`src/rtl/wav_pkg.sv`:
```
// rtl/wav_pkg.sv - shared types and constants for the WAV stream parser
package wav_pkg;

  typedef enum logic [2:0] {
    ST_RIFF,
    ST_CHK_HDR,
    ST_FMT,
    ST_SKIP,
    ST_DATA,
    ST_DONE,
    ST_ERR
  } wav_state_t;

  localparam logic [2:0] ERR_OK       = 3'd0;
  localparam logic [2:0] ERR_RIFF     = 3'd1;
  localparam logic [2:0] ERR_FMT      = 3'd2;
  localparam logic [2:0] ERR_ORDER    = 3'd3;
  localparam logic [2:0] ERR_HDR_LONG = 3'd4;

  // Chunk IDs as they appear after little-endian capture of four ASCII bytes
  localparam logic [31:0] ID_RIFF = 32'h46464952;
  localparam logic [31:0] ID_WAVE = 32'h45564157;
  localparam logic [31:0] ID_FMT  = 32'h20746D66;
  localparam logic [31:0] ID_DATA = 32'h61746164;

  localparam int FRAME_W = 32;

endpackage

```
`src/rtl/wav_stream_parser_if.sv`:
```
// rtl/wav_stream_parser_if.sv - byte input and frame output handshakes of the parser
interface wav_stream_parser_if;
  import wav_pkg::*;

  logic [7:0]         in_data;
  logic               in_valid;
  logic               in_ready;
  logic [FRAME_W-1:0] out_data;
  logic               out_valid;
  logic               out_ready;
  logic               out_last;

  modport master (
    output in_data, in_valid, out_ready,
    input  in_ready, out_data, out_valid, out_last
  );

  modport slave (
    input  in_data, in_valid, out_ready,
    output in_ready, out_data, out_valid, out_last
  );

endinterface

```
`src/rtl/wav_frame_packer.sv`:
```
// rtl/wav_frame_packer.sv - assembles data bytes into {L,R} frames behind one output register
module wav_frame_packer
  import wav_pkg::*;
(
  input  logic               clk,
  input  logic               rst,
  input  logic               i_clear,
  input  logic [15:0]        i_num_channels,
  input  logic               i_strobe,
  input  logic [7:0]         i_byte,
  input  logic               i_last,
  input  logic               i_out_ready,
  output logic               o_frame_end,
  output logic [FRAME_W-1:0] o_data,
  output logic               o_valid,
  output logic               o_last
);

  logic               w_stereo;
  logic [1:0]         r_lane;
  logic [7:0]         r_b0;
  logic [7:0]         r_b1;
  logic [7:0]         r_b2;
  logic [FRAME_W-1:0] r_data;
  logic               r_valid;
  logic               r_last;

  assign w_stereo    = (i_num_channels == 16'd2);
  assign o_frame_end = i_strobe && (r_lane == (w_stereo ? 2'd3 : 2'd1));
  assign o_data      = r_data;
  assign o_valid     = r_valid;
  assign o_last      = r_last;

  always_ff @(posedge clk or posedge rst) begin
    if (rst) begin
      r_lane  <= 2'd0;
      r_b0    <= 8'd0;
      r_b1    <= 8'd0;
      r_b2    <= 8'd0;
      r_data  <= '0;
      r_valid <= 1'b0;
      r_last  <= 1'b0;
    end else if (i_clear) begin
      r_lane  <= 2'd0;
      r_valid <= 1'b0;
      r_last  <= 1'b0;
    end else begin
      if (o_frame_end) begin
        r_data  <= w_stereo ? {r_b1, r_b0, i_byte, r_b2} : {i_byte, r_b0, i_byte, r_b0};
        r_valid <= 1'b1;
        r_last  <= i_last;
      end else if (i_out_ready) begin
        r_valid <= 1'b0;
      end
      if (i_strobe) begin
        // A final byte that does not finish a frame drops the partial lanes
        r_lane <= (o_frame_end || i_last) ? 2'd0 : r_lane + 2'd1;
        case (r_lane)
          2'd0:    r_b0 <= i_byte;
          2'd1:    r_b1 <= i_byte;
          2'd2:    r_b2 <= i_byte;
          default: ;
        endcase
      end
    end
  end

endmodule

```
`src/rtl/wav_stream_parser.sv`:
```
// rtl/wav_stream_parser.sv - RIFF/WAVE header parser feeding the frame packer
module wav_stream_parser #(
  parameter int MAX_HDR_BYTES = 4096
) (
  input  logic                    clk,
  input  logic                    rst,
  input  logic                    i_start,
  wav_stream_parser_if.slave      s_if,
  output logic                    o_hdr_valid,
  output logic [31:0]             o_sample_rate,
  output logic [15:0]             o_num_channels,
  output logic [15:0]             o_bits_per_sample,
  output logic [31:0]             o_data_len,
  output logic                    o_done,
  output logic [2:0]              o_error
);
  import wav_pkg::*;

  localparam logic [31:0] HDR_LIMIT = 32'(MAX_HDR_BYTES);

  wav_state_t  r_state;
  logic [31:0] r_sh;
  logic [3:0]  r_cnt;
  logic [31:0] r_hdr_cnt;
  logic [31:0] r_id;
  logic [31:0] r_chunk_size;
  logic [32:0] r_skip_left;
  logic [31:0] r_remaining;
  logic        r_fmt_seen;
  logic [15:0] r_format;
  logic [15:0] r_num_channels;
  logic [31:0] r_sample_rate;
  logic [15:0] r_bits;
  logic [31:0] r_data_len;
  logic        r_hdr_valid;
  logic        r_done;
  logic [2:0]  r_error;

  logic [31:0] w_sh_next;
  logic [32:0] w_fmt_extra;
  logic        w_hdr_state;
  logic        w_accept;
  logic        w_data_strobe;
  logic        w_last_byte;
  logic        w_frame_end;
  logic        w_pk_valid;
  logic        w_pk_last;
  logic        w_final_hs;
  logic        w_over_budget;

  assign w_hdr_state   = (r_state == ST_RIFF) || (r_state == ST_CHK_HDR) ||
                         (r_state == ST_FMT)  || (r_state == ST_SKIP);
  assign s_if.in_ready = !rst && !i_start &&
                         (w_hdr_state || ((r_state == ST_DATA) && (r_remaining != 32'd0) &&
                                          (!w_pk_valid || s_if.out_ready)));
  assign w_accept      = s_if.in_valid && s_if.in_ready;
  assign w_sh_next     = {s_if.in_data, r_sh[31:8]};
  assign w_data_strobe = w_accept && (r_state == ST_DATA);
  assign w_last_byte   = (r_remaining == 32'd1);
  assign w_final_hs    = w_pk_valid && s_if.out_ready && w_pk_last;
  assign w_over_budget = (r_hdr_cnt >= HDR_LIMIT);
  // fmt bytes past the 16 we parse, including the odd-size pad byte
  assign w_fmt_extra   = {1'b0, r_chunk_size} - 33'd16 + {32'd0, r_chunk_size[0]};

  assign s_if.out_valid   = w_pk_valid;
  assign s_if.out_last    = w_pk_last;
  assign o_hdr_valid       = r_hdr_valid;
  assign o_sample_rate     = r_sample_rate;
  assign o_num_channels    = r_num_channels;
  assign o_bits_per_sample = r_bits;
  assign o_data_len        = r_data_len;
  assign o_done            = r_done;
  assign o_error           = r_error;

  wav_frame_packer u_packer (
    .clk            (clk),
    .rst            (rst),
    .i_clear        (i_start),
    .i_num_channels (r_num_channels),
    .i_strobe       (w_data_strobe),
    .i_byte         (s_if.in_data),
    .i_last         (w_last_byte),
    .i_out_ready    (s_if.out_ready),
    .o_frame_end    (w_frame_end),
    .o_data         (s_if.out_data),
    .o_valid        (w_pk_valid),
    .o_last         (w_pk_last)
  );

  always_ff @(posedge clk or posedge rst) begin
    if (rst) begin
      r_state        <= ST_RIFF;
      r_sh           <= '0;
      r_cnt          <= '0;
      r_hdr_cnt      <= '0;
      r_id           <= '0;
      r_chunk_size   <= '0;
      r_skip_left    <= '0;
      r_remaining    <= '0;
      r_fmt_seen     <= 1'b0;
      r_format       <= '0;
      r_num_channels <= '0;
      r_sample_rate  <= '0;
      r_bits         <= '0;
      r_data_len     <= '0;
      r_hdr_valid    <= 1'b0;
      r_done         <= 1'b0;
      r_error        <= ERR_OK;
    end else if (i_start) begin
      r_state     <= ST_RIFF;
      r_sh        <= '0;
      r_cnt       <= '0;
      r_hdr_cnt   <= '0;
      r_skip_left <= '0;
      r_remaining <= '0;
      r_fmt_seen  <= 1'b0;
      r_hdr_valid <= 1'b0;
      r_done      <= 1'b0;
      r_error     <= ERR_OK;
    end else begin
      if (w_accept) r_sh <= w_sh_next;
      if (w_accept && w_hdr_state) r_hdr_cnt <= r_hdr_cnt + 32'd1;

      if (w_accept && w_hdr_state && w_over_budget) begin
        r_state <= ST_ERR;
        r_error <= ERR_HDR_LONG;
      end else begin
        case (r_state)
          ST_RIFF: if (w_accept) begin
            r_cnt <= r_cnt + 4'd1;
            if (((r_cnt == 4'd3) && (w_sh_next != ID_RIFF)) ||
                ((r_cnt == 4'd11) && (w_sh_next != ID_WAVE))) begin
              r_state <= ST_ERR;
              r_error <= ERR_RIFF;
            end else if (r_cnt == 4'd11) begin
              r_state <= ST_CHK_HDR;
              r_cnt   <= 4'd0;
            end
          end

          ST_CHK_HDR: if (w_accept) begin
            r_cnt <= r_cnt + 4'd1;
            if (r_cnt == 4'd3) r_id <= w_sh_next;
            if (r_cnt == 4'd7) begin
              r_cnt        <= 4'd0;
              r_chunk_size <= w_sh_next;
              if (r_id == ID_FMT) begin
                r_state <= ST_FMT;
              end else if (r_id == ID_DATA) begin
                if (!r_fmt_seen) begin
                  r_state <= ST_ERR;
                  r_error <= ERR_ORDER;
                end else begin
                  r_data_len  <= w_sh_next;
                  r_remaining <= w_sh_next;
                  r_hdr_valid <= 1'b1;
                  if (w_sh_next == 32'd0) begin
                    r_state <= ST_DONE;
                    r_done  <= 1'b1;
                  end else begin
                    r_state <= ST_DATA;
                  end
                end
              end else if (w_sh_next != 32'd0) begin
                r_skip_left <= {1'b0, w_sh_next} + {32'd0, w_sh_next[0]};
                r_state     <= ST_SKIP;
              end
            end
          end

          ST_FMT: if (w_accept) begin
            r_cnt <= r_cnt + 4'd1;
            if (r_cnt == 4'd1) r_format <= w_sh_next[31:16];
            if (r_cnt == 4'd3) r_num_channels <= w_sh_next[31:16];
            if (r_cnt == 4'd7) r_sample_rate <= w_sh_next;
            if (r_cnt == 4'd15) begin
              r_bits <= w_sh_next[31:16];
              if ((r_format != 16'd1) || (w_sh_next[31:16] != 16'd16) ||
                  ((r_num_channels != 16'd1) && (r_num_channels != 16'd2)) ||
                  (r_chunk_size < 32'd16)) begin
                r_state <= ST_ERR;
                r_error <= ERR_FMT;
              end else begin
                r_fmt_seen <= 1'b1;
                r_cnt      <= 4'd0;
                if (w_fmt_extra == 33'd0) begin
                  r_state <= ST_CHK_HDR;
                end else begin
                  r_skip_left <= w_fmt_extra;
                  r_state     <= ST_SKIP;
                end
              end
            end
          end

          ST_SKIP: if (w_accept) begin
            r_skip_left <= r_skip_left - 33'd1;
            if (r_skip_left == 33'd1) begin
              r_state <= ST_CHK_HDR;
              r_cnt   <= 4'd0;
            end
          end

          ST_DATA: begin
            if (w_accept) r_remaining <= r_remaining - 32'd1;
            // Finish on the last frame handshake, or at once if the last byte was dropped
            if (w_final_hs || (w_accept && w_last_byte && !w_frame_end)) begin
              r_state <= ST_DONE;
              r_done  <= 1'b1;
            end
          end

          ST_DONE, ST_ERR: ;

          default: r_state <= ST_ERR;
        endcase
      end
    end
  end

endmodule

```
`src/flat_wrapper.sv`:
```
// flat-port wrapper written by rule: the top's interface ports become plain ports
module wav_stream_parser_flat import wav_pkg::*;
#(
  parameter int MAX_HDR_BYTES = 4096
)
  (clk, rst, i_start, o_hdr_valid, o_sample_rate, o_num_channels, o_bits_per_sample, o_data_len, o_done, o_error, s_if_in_data, s_if_in_valid, s_if_out_ready, s_if_in_ready, s_if_out_data, s_if_out_valid, s_if_out_last);
  wav_stream_parser_if s_if_i ();
  input  logic clk;
  input  logic rst;
  input  logic i_start;
  output logic o_hdr_valid;
  output logic [31:0] o_sample_rate;
  output logic [15:0] o_num_channels;
  output logic [15:0] o_bits_per_sample;
  output logic [31:0] o_data_len;
  output logic o_done;
  output logic [2:0] o_error;
  input wire logic [$bits(s_if_i.in_data)-1:0] s_if_in_data;
  input wire logic [$bits(s_if_i.in_valid)-1:0] s_if_in_valid;
  input wire logic [$bits(s_if_i.out_ready)-1:0] s_if_out_ready;
  output wire logic [$bits(s_if_i.in_ready)-1:0] s_if_in_ready;
  output wire logic [$bits(s_if_i.out_data)-1:0] s_if_out_data;
  output wire logic [$bits(s_if_i.out_valid)-1:0] s_if_out_valid;
  output wire logic [$bits(s_if_i.out_last)-1:0] s_if_out_last;
  assign s_if_i.in_data = s_if_in_data;
  assign s_if_i.in_valid = s_if_in_valid;
  assign s_if_i.out_ready = s_if_out_ready;
  assign s_if_in_ready = s_if_i.in_ready;
  assign s_if_out_data = s_if_i.out_data;
  assign s_if_out_valid = s_if_i.out_valid;
  assign s_if_out_last = s_if_i.out_last;
  wav_stream_parser #(.MAX_HDR_BYTES(MAX_HDR_BYTES)) u_core (.clk(clk), .rst(rst), .i_start(i_start), .s_if(s_if_i), .o_hdr_valid(o_hdr_valid), .o_sample_rate(o_sample_rate), .o_num_channels(o_num_channels), .o_bits_per_sample(o_bits_per_sample), .o_data_len(o_data_len), .o_done(o_done), .o_error(o_error));
endmodule
```
`config.mk`:
```
export PLATFORM = sky130hd
export DESIGN_NAME = wav_stream_parser_flat
export DESIGN_NICKNAME = d
export VERILOG_FILES = /design/src/rtl/wav_pkg.sv /design/src/rtl/wav_stream_parser_if.sv /design/src/rtl/wav_frame_packer.sv /design/src/rtl/wav_stream_parser.sv /design/src/flat_wrapper.sv
export SDC_FILE = /design/constraint.sdc
export NUM_CORES = 1
export LEC_CHECK = 0
export CAP_MARGIN = 20
export CORE_ASPECT_RATIO = 0.9
export CORE_MARGIN = 3
export CORE_UTILIZATION = 35
export CTS_BUF_LIST = sky130_fd_sc_hd__clkbuf_4 sky130_fd_sc_hd__clkbuf_8
export DETAILED_ROUTE_END_ITERATION = 7
export PLACE_DENSITY = 0.55
export SYNTH_ARGS = -nofsm -noshare
export SYNTH_HDL_FRONTEND = slang
export SYNTH_SLANG_ARGS = --single-unit
```
`constraint.sdc`:
```
create_clock -name clk -period 31.2 [get_ports clk]
set_input_delay 4.68 -clock clk [delete_from_list [all_inputs] [get_ports clk]]
set_output_delay 4.68 -clock clk [all_outputs]
set_load 0.03 [all_outputs]
```
# Word level (Yosys, flattened, before mapping)
# Index checks and enable logic that the tools add are counted.
[op_classes] add_sub_neg=8 n_mul=0 div_mod_pow=0 order_cmp=2 eq_ne=61 shifts=0 n_mux=106 n_bitwise=3 reduce_logical=72
[op_table] cell="$mux 32" n=13
[op_table] cell="$mux 33" n=12
[op_table] cell="$pmux 33 s3" n=1
[op_table] cell="$mux 3" n=29
[op_table] cell="$ne 32x31->1 const B" n=2
[op_table] cell="$pmux 32 s2" n=1
[op_table] cell="$reduce_bool 32->1" n=2
[op_table] cell="$mux 4" n=12
[op_table] cell="$ne 4x4->1 const B" n=9
[op_table] cell="$reduce_and 5->1" n=7
[op_table] cell="$add 32x1->33" n=1
[op_table] cell="$add 33x1->33" n=1
[op_table] cell="$eq 33x1->1 const B" n=1
[op_table] cell="$logic_not 33->1" n=1
[op_table] cell="$ne 3x3->1 const B" n=11
[op_table] cell="$sub 32x5->33 const B" n=1
[op_table] cell="$sub 33x1->33 const B" n=1
[op_table] cell="$add 32x1->32 const B" n=1
[op_table] cell="$eq 32x1->1 const B" n=1
[op_table] cell="$eq 32x30->1 const B" n=1
[op_table] cell="$eq 32x31->1 const B" n=1
[op_table] cell="$ge 32x13->1 const B" n=1
[op_table] cell="$logic_not 32->1" n=1
[op_table] cell="$lt 32x5->1 const B" n=1
[op_table] cell="46 further kinds" n=140
[totals] reg_bits=378 latch_bits=0 ramBits=0 romBits=0 inputBits=13 out_inout_bits=136 wordCells=276 memories=0

# Logic depth before layout (Yosys ltp)
# Gate-level depths: netlist (run 1).
[depth] word_depth=16 mapped_depth=13 ltp_nobuf=10

# By module
# From an unflattened synthesis (run 1), not the netlist that was laid out.
[hier_totals] hier_cells=1880 area_unflattened_um2=19567.5
[modules_own_cells] mod="wav_stream_parser" instances=1 cells_each=1706 area_each_um2=16711.0 seq_area_each_um2=7757.4
[modules_own_cells] mod="wav_frame_packer" instances=1 cells_each=174 area_each_um2=2856.5 seq_area_each_um2=1501.4

# Worst setup path after synthesis (run 1)
# OpenSTA, ideal clock, no wires.
[synth_path] path_type="input to output" from="input port i_start" to="output port s_if_in_ready" arrival_ns=6.198 required_time_ns=26.520 setup_slack_ns=20.322 stages=5 path_buffers=4 cell_sequence="clkbuf_1 > clkbuf_1 > buf_1 > clkbuf_1 > a211oi_1"
[synth_via] elab_chain_len=3
[synth_lines] element="start: declaration" line="flat_wrapper.sv:10" rtl="input logic i_start;"
[synth_lines] element="$logic_not 1->1" line="wav_stream_parser.sv:53" rtl="assign s_if.in_ready = !rst && !i_start &&"
[synth_lines] element="$logic_and 1x1->1 (2 in a row)" line="wav_stream_parser.sv:53"
[synth_lines] element="end: declaration" line="flat_wrapper.sv:21" rtl="output wire logic [$bits(s_if_i.in_ready)-1:0] s_if_in_ready;"
# Every way passes these cells.

# Final worst setup path (run 1)
[layout_path] from="input port s_if_out_ready" to="output port s_if_in_ready"
[layout_via] elab_chain_len=4
[layout_lines] element="start: declaration" line="flat_wrapper.sv:20" rtl="input wire logic [$bits(s_if_i.out_ready)-1:0] s_if_out_ready;"
[layout_lines] element="$logic_or 1x1->1" line="wav_stream_parser.sv:55" rtl="(!w_pk_valid || s_if.out_ready)));"
[layout_lines] element="$logic_and 1x1->1" line="wav_stream_parser.sv:54" rtl="(w_hdr_state || ((r_state == ST_DATA) && (r_remaining != 32'd0) &&"
[layout_lines] element="$logic_or 1x1->1" line="wav_stream_parser.sv:54"
[layout_lines] element="$logic_and 1x1->1" line="wav_stream_parser.sv:53"
# Every way passes these cells.

==> results.sh, run 1 <==
export IMPL_initial_core_util_pct=35.6
export IMPL_async_reset_ff_share_pct=100
export IMPL_ctsResizeCount=0
export IMPL_yosys_warnings=0
export IMPL_nets=2128
export IMPL_finClkSkew_ps=40.8
export IMPL_core_region_area_um2=54600
export IMPL_portBuffers=148
export IMPL_final_antenna_net_count=0
export IMPL_grt_pass1_vias=16000
export IMPL_dieArea_um2=58400
export IMPL_holdBufCountCts=0
export IMPL_r2r_start="u_core.r_chunk_size[0]$_DFFE_PP0P_"
export IMPL_wire_per_inst_um=21.9
export IMPL_ys_seq_area_share_pct=47.6
export IMPL_critPathBufInv=2
export IMPL_grt_pass1_wl_mm=96.9
export IMPL_relSlewSlack_pct=26.2
export IMPL_r2r_setup_slack_ps=26530
export IMPL_clkTransAtPathRegs_ps=60
export IMPL_tns_ps=0
export IMPL_first_pass_iters=5
export IMPL_track_usage_pct=21.5
export IMPL_synth_edff_count=0
export IMPL_ys_flop_type="dfrtp_1"
export IMPL_final_cell_mix="dfrtp_1, nand2_1, nor2_1, mux2_2, clkdlybuf4s50_1"
export IMPL_path_common_cell="clkdlybuf4s50_1"
export IMPL_critical_path_class="input pin to primary output"
export IMPL_worstSetupStartpointType="input pin"
export IMPL_fin_crit_ps=11330
export IMPL_dieHeight_um=230
export IMPL_dpl_hpwl_mm=41.1
export IMPL_synth_area_um2=19400
export IMPL_cts_buffers=67
export IMPL_layout_drive_gt1_share_pct=18.2
export IMPL_tightest_slew_ps=1080
export IMPL_viasPerCell=5.67
export IMPL_cts_tree="done"
export IMPL_status="completed"
export IMPL_fmax_mhz=88.3
export IMPL_io_pins=149
export IMPL_cts_sinks=370
export IMPL_drt_total_wl_mm=62.5
export IMPL_syn_inst=1978
export IMPL_cts_setup_buffers=0
export IMPL_maxCapViolations=0
export IMPL_cp_top_family="buffers and inverters"
export IMPL_worstHoldStart="u_core.u_packer.o_data[23]$_DFFE_PP0P_"
export IMPL_hold_path_endpoint="u_core.u_packer.o_data[23]$_DFFE_PP0P_"
export IMPL_drv_slew=0
export IMPL_p_per_area_nw_per_um2=59.4
export IMPL_syn_avg_cell_area_um2=9.83
export IMPL_ctsRootBufferMaster="clkbuf_8"
export IMPL_first_iter_violations=1335
export IMPL_place_congestion=0.927
export IMPL_setup_worst_path_end_class="primary output"
export IMPL_rr_worst_depth=11
export IMPL_ir_worst_vdd_mv=0.0328
export IMPL_rows=81
export IMPL_crit_path_max_incr_delay_ps=710
export IMPL_rsz0062_at_grt="false"
export IMPL_setup_viol=0
export IMPL_worst_hold_slack_ps=474
export IMPL_drc=0
export IMPL_via_count=16200
export IMPL_gr_total_overflow=0
export IMPL_crit_fanout=3
export IMPL_cp_cell_sequence="clkdlybuf4s50_1 > nand2b_1 > nand2_1 > a31o_2 > a211oi_1 > clkdlybuf4s50_1"
export IMPL_hold_depth=2
export IMPL_die_w_um=254
export IMPL_ys_types=84
export IMPL_antenna_found_initial=2
export IMPL_reg2reg_to="u_core.r_skip_left[16]$_DFFE_PP0P_"
export IMPL_crit_required_ps=26520
export IMPL_p_leak_nw=10.2
export IMPL_hold_class="register to register"
export IMPL_cp_slowest_cell="clkdlybuf4s50_1"
export IMPL_cts_buffer_depth=3
export IMPL_layout_commonest_cell="dfrtp_1"
export IMPL_arrival_ps=6650
export IMPL_htreeDepth=3
export IMPL_synth_nets=2008
export IMPL_grt_start_max_net_pins=108
export IMPL_ys_ff_latch=370
export IMPL_power_total_w=0.00137
export IMPL_hold_viol=0
export IMPL_insertion_delay_ps=680
export IMPL_areaGrowthSynthToFinish_pct=18.8
export IMPL_period_share_pct=36.3
==> cell families (layout without fill, tap and decap cells) <==
logic type	Yosys count	in the layout	synth area share (%)
other	0	2	0
AND/OR/NAND/NOR	722	722	18.6
adder cells (fa/ha/maj)	17	17	1.09
XOR/XNOR	99	99	4.46
multiplexers	211	211	12.4
AO/OA/AOI/OAI	380	380	12.1
buffers and inverters	179	348	3.74
flip-flops	370	370	47.6
==> per-stage QoR <==
stage                     setup WS (ps)  cells  util, %  instance area [um2]
after floorplan                   16250   1978        -                19400
after global placement            19810   2733     39.5                21600
after detailed placement          19870   2733     39.5                21600
after CTS                         19870   2851     42.3                23100
after global routing              19770   2854     42.3                23100
final                             19870   2854     42.3                23100
==> sequential cells by signal, indices dropped and copies added (netlist names), 4 cells and up <==
signal and flops:
u_core.r_format 16, u_core.r_chunk_size 32, u_core.r_hdr_cnt 32, u_core.o_bits_per_sample 16, u_core.o_sample_rate 32, u_core.o_num_channels 16, u_core.r_skip_left 33, u_core.u_packer.r_b0 8
u_core.u_packer.r_b2 8, u_core.r_sh 24, u_core.u_packer.o_data 32, u_core.u_packer.r_b1 8, u_core.o_data_len 32, u_core.r_cnt 4, u_core.r_id 32, u_core.r_remaining 32
==> cell type report <==
class                           count  area, um2
Fill cell                        5242      31500
Multi-Input combinational cell   1429       9490
Sequential cell                   370       9260
Timing Repair Buffer              196       1850
Clock buffer                      105       1320
Tap cell                          705        882
Clock inverter                     13        179
Inverter                           34        135
Antenna cell                        2       5.00
==> how the worst max path moves through the flow <==
stage,to,startpoint,slack [ps],depth (start not counted)
6_report,s_if_in_ready,s_if_out_ready,19870,6
5_1_grt,s_if_in_ready,s_if_out_ready,19770,6
4_1_cts,s_if_in_ready,s_if_out_ready,19870,6
3_5_place_dp,s_if_in_ready,s_if_out_ready,19870,6
3_3_place_gp,s_if_in_ready,s_if_out_ready,19810,6
2_1_floorplan,u_core.o_bits_per_sample[0]$_DFFE_PP0P_,rst,16250,1
==> per-layer routing <==
metal | vias up | GRT usage, % | share of wire [%]
li1 | 7385 | - | -
met1 | 8088 | 29.3 | 44
met2 | 593 | 33.0 | 45
met3 | 128 | 5.73 | 7.0
met4 | 0 | 7.26 | 3.1
met5 | - | 0 | 0
==> worst register-to-register path, cell delays in order, from the launching register on <==
cell and delay [ps]:
dfrtp_1 410, ha_1 210, ha_1 250, a21oi_1 550, nand3_1 350, o31ai_1 380, o211ai_1 130, nor4_1 750
a31oi_4 310, or2_1 500, buf_4 360, mux2_4 340
==> power by group <==
part           internal (W)  switching (W)  leakage [nW]
Clock              0.000291       0.000222         0.794
Combinational      0.000111       0.000194          4.28
Sequential         0.000514      0.0000408          5.11
Total              0.000916       0.000456          10.2
==> synthesized netlist by cell type, drive strengths merged, types with 33 or more instances <==
cell,instances,area share (%)
nor4,58,2.0
nor3,58,1.6
nor2,189,3.6
xor2,55,2.5
nand3,57,1.5
dfrtp,370,48
nand4,45,1.4
mux2,194,12
a21oi,113,2.9
nand2,193,3.7
xnor2,44,2.0
o21ai,129,3.3
clkbuf,124,2.4
inv,33,0.64
Note: power is estimated with default switching activity, not from simulation.
==> run 2, diff against run 1 <==
PLACE_DENSITY = 0.57   (was 0.55)
clock period = 9.5 ns   (was 31.2 ns; I/O delays follow)
==> results.sh, run 2 (same netlist as run 1, synthesis figures left out) <==
export IMPL_areaGrowthSynthToFinish_pct=19.4
export IMPL_maxCapViolations=0
export IMPL_cts_sinks=370
export IMPL_initial_core_util_pct=35.6
export IMPL_ctsRootBufferMaster="clkbuf_8"
export IMPL_place_congestion=0.900
export IMPL_rr_worst_depth=11
export IMPL_worstHoldStart="u_core.u_packer.o_data[12]$_DFFE_PP0P_"
export IMPL_ir_worst_vdd_mv=0.125
export IMPL_r2r_start="u_core.r_chunk_size[0]$_DFFE_PP0P_"
export IMPL_viasPerCell=5.67
export IMPL_cts_tree="done"
export IMPL_die_w_um=254
export IMPL_antenna_cells=0
export IMPL_grt_pass1_wl_mm=97.6
export IMPL_ctsResizeCount=0
export IMPL_p_per_area_nw_per_um2=198
export IMPL_first_iter_violations=1410
export IMPL_hold_viol=0
export IMPL_largest_register_ffs=33
export IMPL_clkTransAtPathRegs_ps=60
export IMPL_period_share_pct=53.3
export IMPL_setup_viol=0
export IMPL_drv_slew=0
export IMPL_final_antenna_net_count=0
export IMPL_tightest_slew_ps=1080
export IMPL_wire_per_inst_um=22.0
export IMPL_dpl_hpwl_mm=41.2
export IMPL_multi_input_area_um2=9490
export IMPL_r2r_setup_slack_ps=4660
export IMPL_worstSetupStartpointType="register"
export IMPL_seq_area_um2=9260
export IMPL_nets=2129
export IMPL_insertion_delay_ps=690
export IMPL_holdBufCountCts=0
export IMPL_portBuffers=148
export IMPL_cts_buffer_depth=3
export IMPL_htreeDepth=3
export IMPL_drt_total_wl_mm=62.6
export IMPL_tns_ps=0
export IMPL_antenna_found_initial=3
export IMPL_dieArea_um2=58400
export IMPL_cts_buffers=68
export IMPL_largest_register="u_core.r_skip_left"
export IMPL_dieHeight_um=230
export IMPL_final_cell_mix="dfrtp_1, nand2_1, nor2_1, mux2_2, clkdlybuf4s50_1"
export IMPL_status="completed"
export IMPL_first_pass_iters=7
export IMPL_crit_required_ps=8080
export IMPL_track_usage_pct=21.6
export IMPL_relSlewSlack_pct=25.9
export IMPL_gr_total_overflow=0
export IMPL_hold_class="register to register"
export IMPL_io_pins=149
export IMPL_layout_drive_gt1_share_pct=18.1
export IMPL_cts_setup_buffers=0
export IMPL_via_count=16200
export IMPL_crit_fanout=6
export IMPL_core_region_area_um2=54600
export IMPL_arrival_ps=3640
export IMPL_p_leak_nw=10.2
export IMPL_drc=0
export IMPL_hold_depth=2
export IMPL_rsz0062_at_grt="false"
export IMPL_power_total_w=0.00461
export IMPL_grt_start_max_net_pins=184
export IMPL_finClkSkew_ps=48.3
export IMPL_critical_path_class="register to primary output"
export IMPL_grt_pass1_vias=16000
export IMPL_reg2reg_to="u_core.r_skip_left[18]$_DFFE_PP0P_"
export IMPL_rows=81
export IMPL_fmax_mhz=197
export IMPL_fin_crit_ps=5070
export IMPL_fillers=5232
export IMPL_setup_worst_path_end_class="primary output"
export IMPL_hold_path_endpoint="u_core.u_packer.o_data[12]$_DFFE_PP0P_"
export IMPL_layout_commonest_cell="dfrtp_1"
[run 2: layout make-up]
class / count / area share (%)
Clock buffer: 99 / 5.57
Inverter: 34 / 0.566
Tap cell: 705 / 3.80
Sequential cell: 370 / 39.9
Multi-Input combinational cell: 1429 / 40.9
Timing Repair Buffer: 196 / 8.10
Clock inverter: 18 / 1.23
[run 2: how the worst max path moves through the flow]
stage                                      startpoint  slack (ps)  cells after the start                                 endpoint
global route                          s_if_in_data[1]        4200                     11       u_core.r_skip_left[32]$_DFFE_PP0P_
detailed placement                    s_if_in_data[1]        3830                     11       u_core.r_skip_left[24]$_DFFE_PP0P_
floorplan                                         rst        3110                      1  u_core.o_bits_per_sample[0]$_DFFE_PP0P_
CTS                 u_core.r_remaining[0]$_DFFE_PP0P_        4390                      7                            s_if_in_ready
finish              u_core.r_remaining[0]$_DFFE_PP0P_        4430                      7                            s_if_in_ready
global placement                      s_if_in_data[1]        3980                     11       u_core.r_skip_left[27]$_DFFE_PP0P_
[run 2: per-stage QoR]
stage	cell area, um2	std cells	hold WS (ps)	worst slack [ps]	util, %
finish	23200	2851	482	4430	42.5
global route	23200	2851	507	4200	42.5
CTS	23200	2849	486	4390	42.5
detailed placement	21600	2732	472	3830	39.6
global placement	21600	2731	465	3980	39.5
floorplan	19500	1978	448	3110	-
[run 2: where the power goes]
part | switching [W] | internal (W)
sequential | 0.000139 | 0.00169
combinational | 0.000643 | 0.000368
clock | 0.000745 | 0.00102
total | 0.00153 | 0.00308
[run 2: per-layer routing]
layer	up-vias	global-route usage [%]	wire length (um)	part of all wire, %
met2	546	32.4	27900	45
met4	0	7.27	1910	3.1
met3	134	5.01	4170	6.7
met5	-	0	0	0
met1	8121	30.6	28600	46
li1	7375	-	-	-
[run 2: critical path, cell delays in order (launching register included)]
cell	delay (ps)
dfrtp_1	440
inv_1	100
ha_1	210
or3b_2	540
nor4_2	610
a31o_2	340
a211oi_1	100
clkdlybuf4s50_1	630
==> run 3, diff against run 2 <==
PLACE_DENSITY = 0.55   (was 0.57)
clock period = 5.2 ns   (was 9.5 ns; I/O delays follow)
==> results.sh, run 3 (same netlist as run 1, synthesis figures left out) <==
export IMPL_status="completed"
export IMPL_viasPerCell=5.69
export IMPL_rr_worst_depth=11
export IMPL_critPathBufInv=2
export IMPL_cts_buffer_depth=3
export IMPL_hold_class="register to register"
export IMPL_critical_path_class="register to primary output"
export IMPL_largest_register_ffs=33
export IMPL_ctsRootBufferMaster="clkbuf_8"
export IMPL_placed_cells=2740
export IMPL_layout_drive_gt1_share_pct=18.2
export IMPL_finClkSkew_ps=35.8
export IMPL_cp_top_family="simple AND/OR/NAND/NOR gates"
export IMPL_place_area_um2=21700
export IMPL_worstHoldStart="u_core.u_packer.o_data[23]$_DFFE_PP0P_"
export IMPL_place_congestion=0.946
export IMPL_grt_pass1_vias=16200
export IMPL_final_antenna_net_count=0
export IMPL_arrival_ps=3570
export IMPL_period_share_pct=83.7
export IMPL_r2r_start="u_core.r_chunk_size[0]$_DFFE_PP0P_"
export IMPL_maxCapViolations=0
export IMPL_reg2reg_to="u_core.r_skip_left[8]$_DFFE_PP0P_"
export IMPL_holdBufCountCts=0
export IMPL_initial_core_util_pct=35.6
export IMPL_track_usage_pct=21.8
export IMPL_setup_worst_path_end_class="primary output"
export IMPL_final_cell_mix="dfrtp_1, nand2_1, nor2_1, mux2_2, clkdlybuf4s50_1"
export IMPL_dpl_hpwl_mm=42.5
export IMPL_hold_path_endpoint="u_core.u_packer.o_data[23]$_DFFE_PP0P_"
export IMPL_cts_setup_buffers=0
export IMPL_crit_required_ps=4420
export IMPL_clkTransAtPathRegs_ps=60
export IMPL_dieArea_um2=58400
export IMPL_nets=2135
export IMPL_largest_register="u_core.r_skip_left"
export IMPL_first_pass_iters=5
export IMPL_wire_per_inst_um=22.2
export IMPL_hold_viol=0
export IMPL_cp_cell_sequence="inv_1 > ha_1 > or3b_2 > nor4_2 > a31o_2 > a211oi_1 > clkdlybuf4s50_1"
export IMPL_grt_start_max_net_pins=126
export IMPL_antenna_found_initial=2
export IMPL_htreeDepth=3
export IMPL_areaGrowthSynthToFinish_pct=18.4
export IMPL_p_leak_nw=10.1
export IMPL_grt_pass1_wl_mm=98.6
export IMPL_io_pins=149
export IMPL_ir_worst_vdd_mv=0.267
export IMPL_insertion_delay_ps=650
export IMPL_dieHeight_um=230
export IMPL_rsz0062_at_grt="false"
export IMPL_p_per_area_nw_per_um2=348
export IMPL_drc=0
export IMPL_setup_viol=0
export IMPL_fin_cells=2854
export IMPL_cts_sinks=370
export IMPL_crit_path_max_incr_delay_ps=610
export IMPL_via_count=16200
export IMPL_relSlewSlack_pct=28.7
export IMPL_cts_buffers=68
export IMPL_gr_total_overflow=0
export IMPL_tns_ps=0
export IMPL_rows=81
export IMPL_layout_commonest_cell="dfrtp_1"
export IMPL_fillers=5290
export IMPL_r2r_setup_slack_ps=1110
export IMPL_fin_crit_ps=4350
export IMPL_cts_tree="done"
export IMPL_tightest_slew_ps=1060
export IMPL_hold_depth=2
export IMPL_drt_total_wl_mm=63.4
export IMPL_cp_slowest_cell="nor4_2"
export IMPL_fin_area_um2=23000
export IMPL_portBuffers=148
export IMPL_antenna_cells=0
export IMPL_worstSetupStartpointType="register"
export IMPL_first_iter_violations=1520
export IMPL_crit_fanout=6
export IMPL_drv_slew=0
export IMPL_die_w_um=254
export IMPL_fmax_mhz=230
export IMPL_ctsResizeCount=0
export IMPL_core_region_area_um2=54600
-- run 3: cell count changes in the layout (fill, tap and decap cells not counted), moves of 3 or more --
cell	before	now
inv_12	3	0
clkbuf_8	88	80
clkinv_2	6	12
bufinv_16	5	0
clkbuf_4	11	16
buf_4	44	52
-- run 3: power breakdown --
| group | switching [W] | internal (W) |
|---|---|---|
| Sequential | 0.000255 | 0.00308 |
| Combinational | 0.00119 | 0.000680 |
| Clock | 0.00128 | 0.00152 |
-- run 3: area by class of cell --
class	count	area [um2]	share of cell area, %
inverter	34	131	0.571
sequential	370	9260	40.2
multi-input combinational	1429	9490	41.2
clock inverter	18	124	0.538
tap	705	882	3.83
timing repair buffer	202	1920	8.33
clock buffer	96	1220	5.30
-- run 3: through the flow --
| step | total power (W) | hold WS [ps] | utilization, % | setup WS, ps |
|---|---|---|---|---|
| floorplan | 0.00464 | 448 | - | -546 |
| global placement | 0.00521 | 464 | 39.7 | 881 |
| detailed placement | 0.00523 | 461 | 39.7 | 827 |
| CTS | 0.00809 | 457 | 42.1 | 795 |
| global route | 0.00846 | 487 | 42.1 | 651 |
| finish | 0.00802 | 474 | 42.1 | 846 |
-- run 3: worst max-delay path by stage --
stage                                                   end  cells past startpoint                         startpoint
floorplan           u_core.o_bits_per_sample[0]$_DFFE_PP0P_                      1                                rst
global placement              u_core.o_error[2]$_DFFE_PP0P_                      9                    s_if_in_data[0]
detailed placement       u_core.r_skip_left[24]$_DFFE_PP0P_                     10                    s_if_in_data[0]
CTS                                           s_if_in_ready                      7  u_core.r_remaining[0]$_DFFE_PP0P_
global route                                  s_if_in_ready                      7  u_core.r_remaining[0]$_DFFE_PP0P_
finish                                        s_if_in_ready                      7  u_core.r_remaining[0]$_DFFE_PP0P_
-- run 3: metal layers --
layer  vias to the layer above  global-route usage [%]  wire length (um)
met3                       115                    5.54              4700
met1                      8115                    31.0             29000
met2                       620                    32.6             28100
li1                       7378                       -                 -
met4                         4                    6.52              1590
met5                         -                       0                28
-- run 3: worst register-to-register path: stages (launching register included) --
cell	delay [ps]
dfrtp_1	410
ha_1	210
ha_1	250
a21oi_1	510
nand3_1	350
o31ai_1	400
o211ai_1	140
nor4_1	560
a31oi_4	290
or2_1	290
buf_4	240
mux2_4	330
